## src/rtl/mem_port_arbiter.sv

```systemverilog
// Two-master (CPU / DMA) front end for a single-port synchronous RAM.
// DMA wins collisions, but a run-length guard hands the port to a waiting CPU.
module mem_port_arbiter #(
   parameter int p_ADDR_BITS   = 16,
   parameter int p_DATA_BITS   = 8,
   parameter int p_DMA_MAX_RUN = 4
) (
   input  logic                   clk,
   input  logic                   rst_n,
   input  logic                   cpu_req_valid,
   output logic                   cpu_req_ready,
   input  logic                   cpu_req_wen,
   input  logic [p_ADDR_BITS-1:0] cpu_req_addr,
   input  logic [p_DATA_BITS-1:0] cpu_req_wdata,
   output logic                   cpu_resp_valid,
   output logic [p_DATA_BITS-1:0] cpu_resp_rdata,
   input  logic                   dma_req_valid,
   output logic                   dma_req_ready,
   input  logic                   dma_req_wen,
   input  logic [p_ADDR_BITS-1:0] dma_req_addr,
   input  logic [p_DATA_BITS-1:0] dma_req_wdata,
   output logic                   dma_resp_valid,
   output logic [p_DATA_BITS-1:0] dma_resp_rdata,
   output logic [p_ADDR_BITS-1:0] mem_addr,
   output logic                   mem_ren,
   output logic                   mem_wen,
   output logic [p_DATA_BITS-1:0] mem_data,
   input  logic [p_DATA_BITS-1:0] mem_q
);

   localparam int               RUN_W   = $clog2(p_DMA_MAX_RUN + 1);
   localparam logic [RUN_W-1:0] RUN_MAX = RUN_W'(p_DMA_MAX_RUN);

   typedef enum logic [1:0] {OWN_NONE, OWN_CPU, OWN_DMA} owner_t;

   logic [RUN_W-1:0] run_cnt;
   owner_t           resp_owner;
   logic             resp_is_read;
   logic             cpu_starved;
   logic             grant_dma;
   logic             grant_cpu;

   // Grants are gated by rst_n so the RAM sees no strobes while reset is held.
   assign cpu_starved   = cpu_req_valid && (run_cnt == RUN_MAX);
   assign grant_dma     = rst_n && dma_req_valid && !cpu_starved;
   assign grant_cpu     = rst_n && cpu_req_valid && !grant_dma;
   assign dma_req_ready = grant_dma;
   assign cpu_req_ready = grant_cpu;

   always_comb begin
      mem_addr = '0;
      mem_data = '0;
      mem_wen  = 1'b0;
      mem_ren  = 1'b0;
      if (grant_dma) begin
         mem_addr = dma_req_addr;
         mem_data = dma_req_wdata;
         mem_wen  = dma_req_wen;
         mem_ren  = !dma_req_wen;
      end else if (grant_cpu) begin
         mem_addr = cpu_req_addr;
         mem_data = cpu_req_wdata;
         mem_wen  = cpu_req_wen;
         mem_ren  = !cpu_req_wen;
      end
   end

   always_ff @(posedge clk or negedge rst_n) begin
      if (!rst_n) begin
         run_cnt      <= '0;
         resp_owner   <= OWN_NONE;
         resp_is_read <= 1'b0;
      end else begin
         // Counts only DMA wins the CPU actually waited through.
         if (!cpu_req_valid || grant_cpu)
            run_cnt <= '0;
         else if (grant_dma && run_cnt != RUN_MAX)
            run_cnt <= run_cnt + 1'b1;

         if (grant_dma) begin
            resp_owner   <= OWN_DMA;
            resp_is_read <= !dma_req_wen;
         end else if (grant_cpu) begin
            resp_owner   <= OWN_CPU;
            resp_is_read <= !cpu_req_wen;
         end else begin
            resp_owner   <= OWN_NONE;
            resp_is_read <= 1'b0;
         end
      end
   end

   // RAM q is valid exactly in the cycle the registered owner points at.
   assign cpu_resp_valid = (resp_owner == OWN_CPU);
   assign dma_resp_valid = (resp_owner == OWN_DMA);
   assign cpu_resp_rdata = (cpu_resp_valid && resp_is_read) ? mem_q : '0;
   assign dma_resp_rdata = (dma_resp_valid && resp_is_read) ? mem_q : '0;

endmodule
```

## config.mk

```make
export PLATFORM = sky130hd
export DESIGN_NAME = mem_port_arbiter
export DESIGN_NICKNAME = d
export VERILOG_FILES = /design/src/rtl/mem_port_arbiter.sv
export SDC_FILE = /design/constraint.sdc
export NUM_CORES = 1
export LEC_CHECK = 0
export CORE_MARGIN = 5
export CORE_UTILIZATION = 24
export DETAILED_ROUTE_END_ITERATION = 10
export PLACE_DENSITY = 0.84
export SLEW_MARGIN = 25
export SYNTH_ARGS = -nofsm -noshare
export SYNTH_HDL_FRONTEND = slang
export SYNTH_SLANG_ARGS = --single-unit
```

## constraint.sdc

```tcl
create_clock -name clk -period 4.7 [get_ports clk]
set_input_delay 0.94 -clock clk [delete_from_list [all_inputs] [get_ports clk]]
set_output_delay 0.94 -clock clk [all_outputs]
set_load 0.02 [all_outputs]
```

# After elaboration in Yosys (flattened, before gate mapping)

Index checks and enable logic that the tools add are counted.

Order comparisons: 0
Shift operators: 0
Bitwise operators: 0
$add $sub $neg: 1
Reduce and logical (&&, ||, !) cells: 15
Multipliers: 0
Muxes and demuxes: 14
Div/mod/pow operators: 0
Eq/ne operators: 4

Operator list:

| operator                                      | number |
|---|---|
| 2-to-1 mux 16 bit                             | 2 |
| 2-to-1 mux 8 bit                              | 4 |
| logical AND 1 bit                             | 8 |
| 2-to-1 mux 3 bit                              | 2 |
| zero test 1 bit                               | 5 |
| 2-to-1 mux 1 bit                              | 5 |
| adder 3 x 1 -> 3 bit, second input constant   | 1 |
| == test 3 bit, second input constant          | 1 |
| != test 3 bit, second input constant          | 1 |
| == test 2 x 1 -> 1 bit, second input constant | 1 |
| == test 2 bit, second input constant          | 1 |
| 2-to-1 mux 2 bit                              | 1 |
| nonzero test 2 bit                            | 1 |
| logical OR 1 bit                              | 1 |

Bits in latches: 0
Memories kept: 0
Register bits after elaboration: 6
Logic and storage cells: 37
Input bits: 62
Output and inout port bits: 46
ROM bits: 0
Memory bits (writable): 0

# Depth between registers and ports, before layout

Gate-level depths: netlist of the first run.

Depth after elaboration: 8
Gate-level depth with buffers: 6
Gate-level depth less buffers: 5

# Worst setup path before layout of the first run

Ideal clock, no wire load.

Kind: input -> output
From: input rst_n
To: output mem_ren
Arrival: 1.908 ns
Slack: 1.852 ns
Path buffers: 1
Data required time: 3.760 ns
Cell stages on the path: 4
Cell sequence: nand2_2 -> a31oi_4 -> buf_6 -> mux2i_1

Word-level cells in the longest chain between the ends: 6
Elaborated cells on any way between the ends: 7
Those cells by class: mux (2); reduce/logical (5)

RTL lines:

| item                             | RTL line | source |
|---|---|---|
| from (decl)                      | 9        | `input logic rst_n,` |
| logical AND 1 bit * (2 in a row) | 45       | `assign grant_dma = rst_n && dma_req_valid && !cpu_starved;` |
| named net dma_req_ready          | 18       | `output logic dma_req_ready,` |
| zero test 1 bit                  | 46       | `assign grant_cpu = rst_n && cpu_req_valid && !grant_dma;` |
| logical AND 1 bit                | 46       |  |
| 2-to-1 mux 1 bit                 | 60       | `end else if (grant_cpu) begin` |
| 2-to-1 mux 1 bit *               | 55       | `if (grant_dma) begin` |
| to (decl)                        | 25       | `output logic mem_ren,` |

Mark *: on every way through the listed nets, which the timed path passes. The rest lies on a longest branch.

# Worst setup path in the final report of the first run

From: input dma_req_valid
To: output mem_data[3]

Word-level cells in the longest chain between the ends: 6

RTL lines:

| item                             | RTL line | source |
|---|---|---|
| from (decl)                      | 17       | `input logic dma_req_valid,` |
| logical AND 1 bit * (2 in a row) | 45       |  |
| zero test 1 bit                  | 46       |  |
| logical AND 1 bit                | 46       |  |
| 2-to-1 mux 8 bit                 | 60       |  |
| 2-to-1 mux 8 bit *               | 55       |  |
| to (decl)                        | 27       | `output logic [p_DATA_BITS-1:0] mem_data,` |

Every way passes the cells marked *; elsewhere a longest branch is shown, timed or not.

==> results of run 1 <==
## how the worst max path moves through the flow
stage / start / slack (ns) / depth (start not counted) / to
after global placement: rst_n / 0.74 / 6 / mem_addr[7]
after floorplan: rst_n / 1.85 / 4 / mem_ren
after CTS: rst_n / 0.66 / 6 / mem_data[3]
final: dma_req_valid / 0.66 / 6 / mem_data[3]
after detailed placement: dma_req_valid / 0.67 / 6 / mem_data[3]
after global routing: rst_n / 0.55 / 6 / mem_data[3]
## Yosys cell counts
cell type | n | share of area, %
sky130_fd_sc_hd__or2_2 | 1 | 0.89
sky130_fd_sc_hd__and3_1 | 16 | 14
sky130_fd_sc_hd__dfrtp_1 | 6 | 21
sky130_fd_sc_hd__o31a_1 | 1 | 1.2
sky130_fd_sc_hd__nor3b_1 | 1 | 1.1
sky130_fd_sc_hd__ha_1 | 2 | 3.6
sky130_fd_sc_hd__and2b_1 | 1 | 1.1
sky130_fd_sc_hd__nor2_4 | 1 | 1.6
sky130_fd_sc_hd__nor2b_1 | 2 | 1.8
sky130_fd_sc_hd__a31oi_4 | 1 | 3.0
sky130_fd_sc_hd__a21boi_2 | 1 | 1.6
sky130_fd_sc_hd__nand2_1 | 2 | 1.1
sky130_fd_sc_hd__mux2i_1 | 1 | 1.4
sky130_fd_sc_hd__a22o_1 | 25 | 31
sky130_fd_sc_hd__nand2b_1 | 2 | 1.8
sky130_fd_sc_hd__nor3_1 | 1 | 0.71
sky130_fd_sc_hd__nand2_2 | 1 | 0.89
sky130_fd_sc_hd__buf_6 | 2 | 3.2
sky130_fd_sc_hd__clkbuf_1 | 3 | 1.6
sky130_fd_sc_hd__buf_4 | 2 | 2.1
sky130_fd_sc_hd__a21boi_0 | 2 | 2.1
sky130_fd_sc_hd__inv_1 | 2 | 1.1
sky130_fd_sc_hd__nand3_1 | 2 | 1.4
## through the flow
stage	hold WS [ns]	area (um2)	cells	total power [mW]	utilization, %
floorplan	0.543	703	78	0.109	-
global route	0.609	1800	214	0.261	64.8
global placement	0.559	1780	211	0.197	64.0
finish	0.576	1800	214	0.247	64.8
detailed placement	0.573	1780	211	0.199	64.0
CTS	0.581	1800	214	0.250	64.8
## routing by layer
metal | global-route usage (%) | wire length, um
met2 | 33.2 | 2040
met1 | 15.1 | 1160
met3 | 6.13 | 369
met4 | 6.36 | 51
met5 | 0 | 0
## power breakdown
part / switching [mW] / leakage [nW] / internal (mW)
Clock: 0.0203 / 0.0138 / 0.0290
Combinational: 0.0553 / 0.658 / 0.0867
Sequential: 0.00236 / 0.0806 / 0.0538
## layout make-up
type | instances | area [um2] | share of cell area [%]
Timing Repair Buffer | 109 | 1090 | 60.3
Multi-Input combinational cell | 63 | 497 | 27.6
Sequential cell | 6 | 150 | 8.33
Tap cell | 31 | 38.8 | 2.15
Clock buffer | 3 | 22.5 | 1.25
Inverter | 2 | 7.51 | 0.417
## cells by family (layout without fill, tap and decap cells)
group / count (synthesis) / after routing
AOI/OAI and AO/OA: 30 / 30
and+or+nand+nor: 30 / 30
buffers and inverters: 9 / 114
DFF: 6 / 6
adders and majority gates: 2 / 2
muxes: 1 / 1
## flip-flops by register name (all words and copies together) (netlist names)
signal / cells
resp_is_read: 1
resp_owner: 2
run_cnt: 3
## worst max-delay path: cells and delay by family
kind	cells	cell delay, ns
buffers and inverters	3	1.43
AND/OR/NAND/NOR	1	0.09
AO/OA/AOI/OAI	2	0.64
==> run_results.csv, run 1 <==
group,metric,value,unit
synthesis,synth_simple_gate_area_share,26.5,%
worst_setup_path,worst_setup_path_end_kind,"output pin",
clock_tree,cts_tree,"done",
worst_hold_path,whs_path_depth,2,
synthesis,yosys.area_share.adder,3.56,%
clock_tree,clk_path_buf_depth,2,
worst_setup_path,reg2reg_depth,4,
clock_tree,tritoncts.num_buffers,3,
routing,routedWlPerCell,16.9,um
synthesis,synthesis.area_per_instance,9.02,um2
clock_tree,clk_pin_slew_worst_paths,0.05,ns
die,design.die.area,4110,um2
timing,setup_viol,0,
power,power-per-cell-area,137,nW/um2
worst_setup_path,arrival,3.10,ns
synthesis,synth_cell_type_count,23,
synthesis,synth.area.mux_share,1.42,%
cells_and_area,mostFrequentLayoutCells,"107 x sky130_fd_sc_hd__clkdlybuf4s50_1, 25 x sky130_fd_sc_hd__a22o_1, 16 x sky130_fd_sc_hd__and3_1",
cells_and_area,antenna_cells,0,
timing,clock-skew-final,0.00328,ns
worst_setup_path,reg2reg_setup_slack,3.11,ns
worst_setup_path,cpMaxStageDelayCell,"sky130_fd_sc_hd__clkdlybuf4s50_1",
power,total_leakage_power,0.752,nW
routing,totalWireLength,3620,um
timing,pins_over_their_slew_limit,0,
clock_tree,cts_resized,0,
placement,dp_slack,0.670,ns
timing,fin_crit,4.04,ns
timing,layout_setup_ws,0.663,ns
placement,io_buffer_count,107,
cells_and_area,post_route_cells_drive_above_1_share,5.46,%
grt,grt_pass1_wl,5460,um
placement,gp_congestion,0.794,
die,initial_core_utilization,25.3,%
clock_tree,post_cts_buffers,0,
routing,detailedRoute.firstIterationViolations,47,
grt,pin_count_of_the_biggest_net_entering_global_routing,28,
synthesis,post_synth_xor_area_fraction,0,%
timing,worstMarginPinSlew,0.571,ns
worst_hold_path,worstHoldStart,"run_cnt[0]$_DFFE_PN0P_",
die,floorplan.io_pins,108,
synthesis,number_of_instances_in_the_synthesized_netlist,78,
worst_setup_path,cpMostUsedCell,"sky130_fd_sc_hd__clkdlybuf4s50_1",
worst_setup_path,reg2reg_from,"run_cnt[0]$_DFFE_PN0P_",
die,die_w,64.1,um
placement,place.detailed.hpwl,3120,um
worst_setup_path,worstPathCellList,"clkdlybuf4s50_1, nand2_2, a31oi_4, buf_4, a22o_1, clkdlybuf4s50_1",
worst_hold_path,timing.hold.worst.class,"flop to flop",
worst_setup_path,setup_cp_type,"input pin to output pin",
synthesis,synth-compound-area-share,39.1,%
worst_hold_path,min_to,"run_cnt[0]$_DFFE_PN0P_",
power,irDropWorstVdd,0.0785,mV
cells_and_area,area_growth_syn_to_layout,156,%
cells_and_area,layout.cells.most_common,"sky130_fd_sc_hd__clkdlybuf4s50_1",
die,core,2780,um2
grt,track_usage,16.7,%
clock_tree,postCtsHoldBufs,0,
timing,max_slew_margin,61.8,%
synthesis,synth_seq_cells,6,
cells_and_area,design.final.nets,249,
clock_tree,cts_num_sinks,6,
worst_setup_path,cp_slowest_stage_delay,0.64,ns
routing,detail_route.drc_violations,0,
timing,grt_setup_unrepaired,"false",
worst_setup_path,regToRegEndpoint,"resp_is_read$_DFF_PN0_",
synthesis,syn-cell-area,703,um2
clock_tree,cts_max_level,1,
run_status,status,"complete, no violations",
die,std_cell_rows,19,
timing,fin_setup_tns,0,ns
synthesis,synth_top_family_by_area,"compound AO/OA/AOI/OAI gates",
grt,antenna_found_initial,0,
worst_setup_path,path_max_fanout,19,
grt,globalRoute.totalOverflow,0,
timing,period_share,85.9,%
routing,routed_via_density,4.86,
worst_setup_path,worst_ep_required_time,3.76,ns
routing,via_count,1039,
die,vertical_die_dimension,64.1,um
clock_tree,root_buffer_cell,"sky130_fd_sc_hd__clkbuf_4",
worst_setup_path,start_kind,"input pin",
synthesis,synthesis.nets,142,
cells_and_area,final.fill_count,227,
timing,timing.fmax,248,MHz
timing,final_hold_viol_count,0,
routing,ant_nets,0,
synthesis,synth_warnings,0,
routing,drt_pre_antenna_iters,4,
run,timing.max_cap.violations,0,
clock_tree,clk_latency,0.25,ns
grt,number_of_global_route_vias_before_repair,1084,
synthesis,synth_seq_area_share,21.4,%
No activity file was read; power rests on OpenSTA's default activity.
==> inputs of run 2 (changes only) <==
--- a/config.mk
+++ b/config.mk
@@ -7,6 +7,7 @@
 export LEC_CHECK = 0
 export CORE_MARGIN = 5
 export CORE_UTILIZATION = 24
+export CTS_CLUSTER_SIZE = 14
 export DETAILED_ROUTE_END_ITERATION = 10
 export PLACE_DENSITY = 0.84
 export SLEW_MARGIN = 25
==> results of run 2 <==
Same layout as run 1: the final DEF is identical, and so are final timing and power.
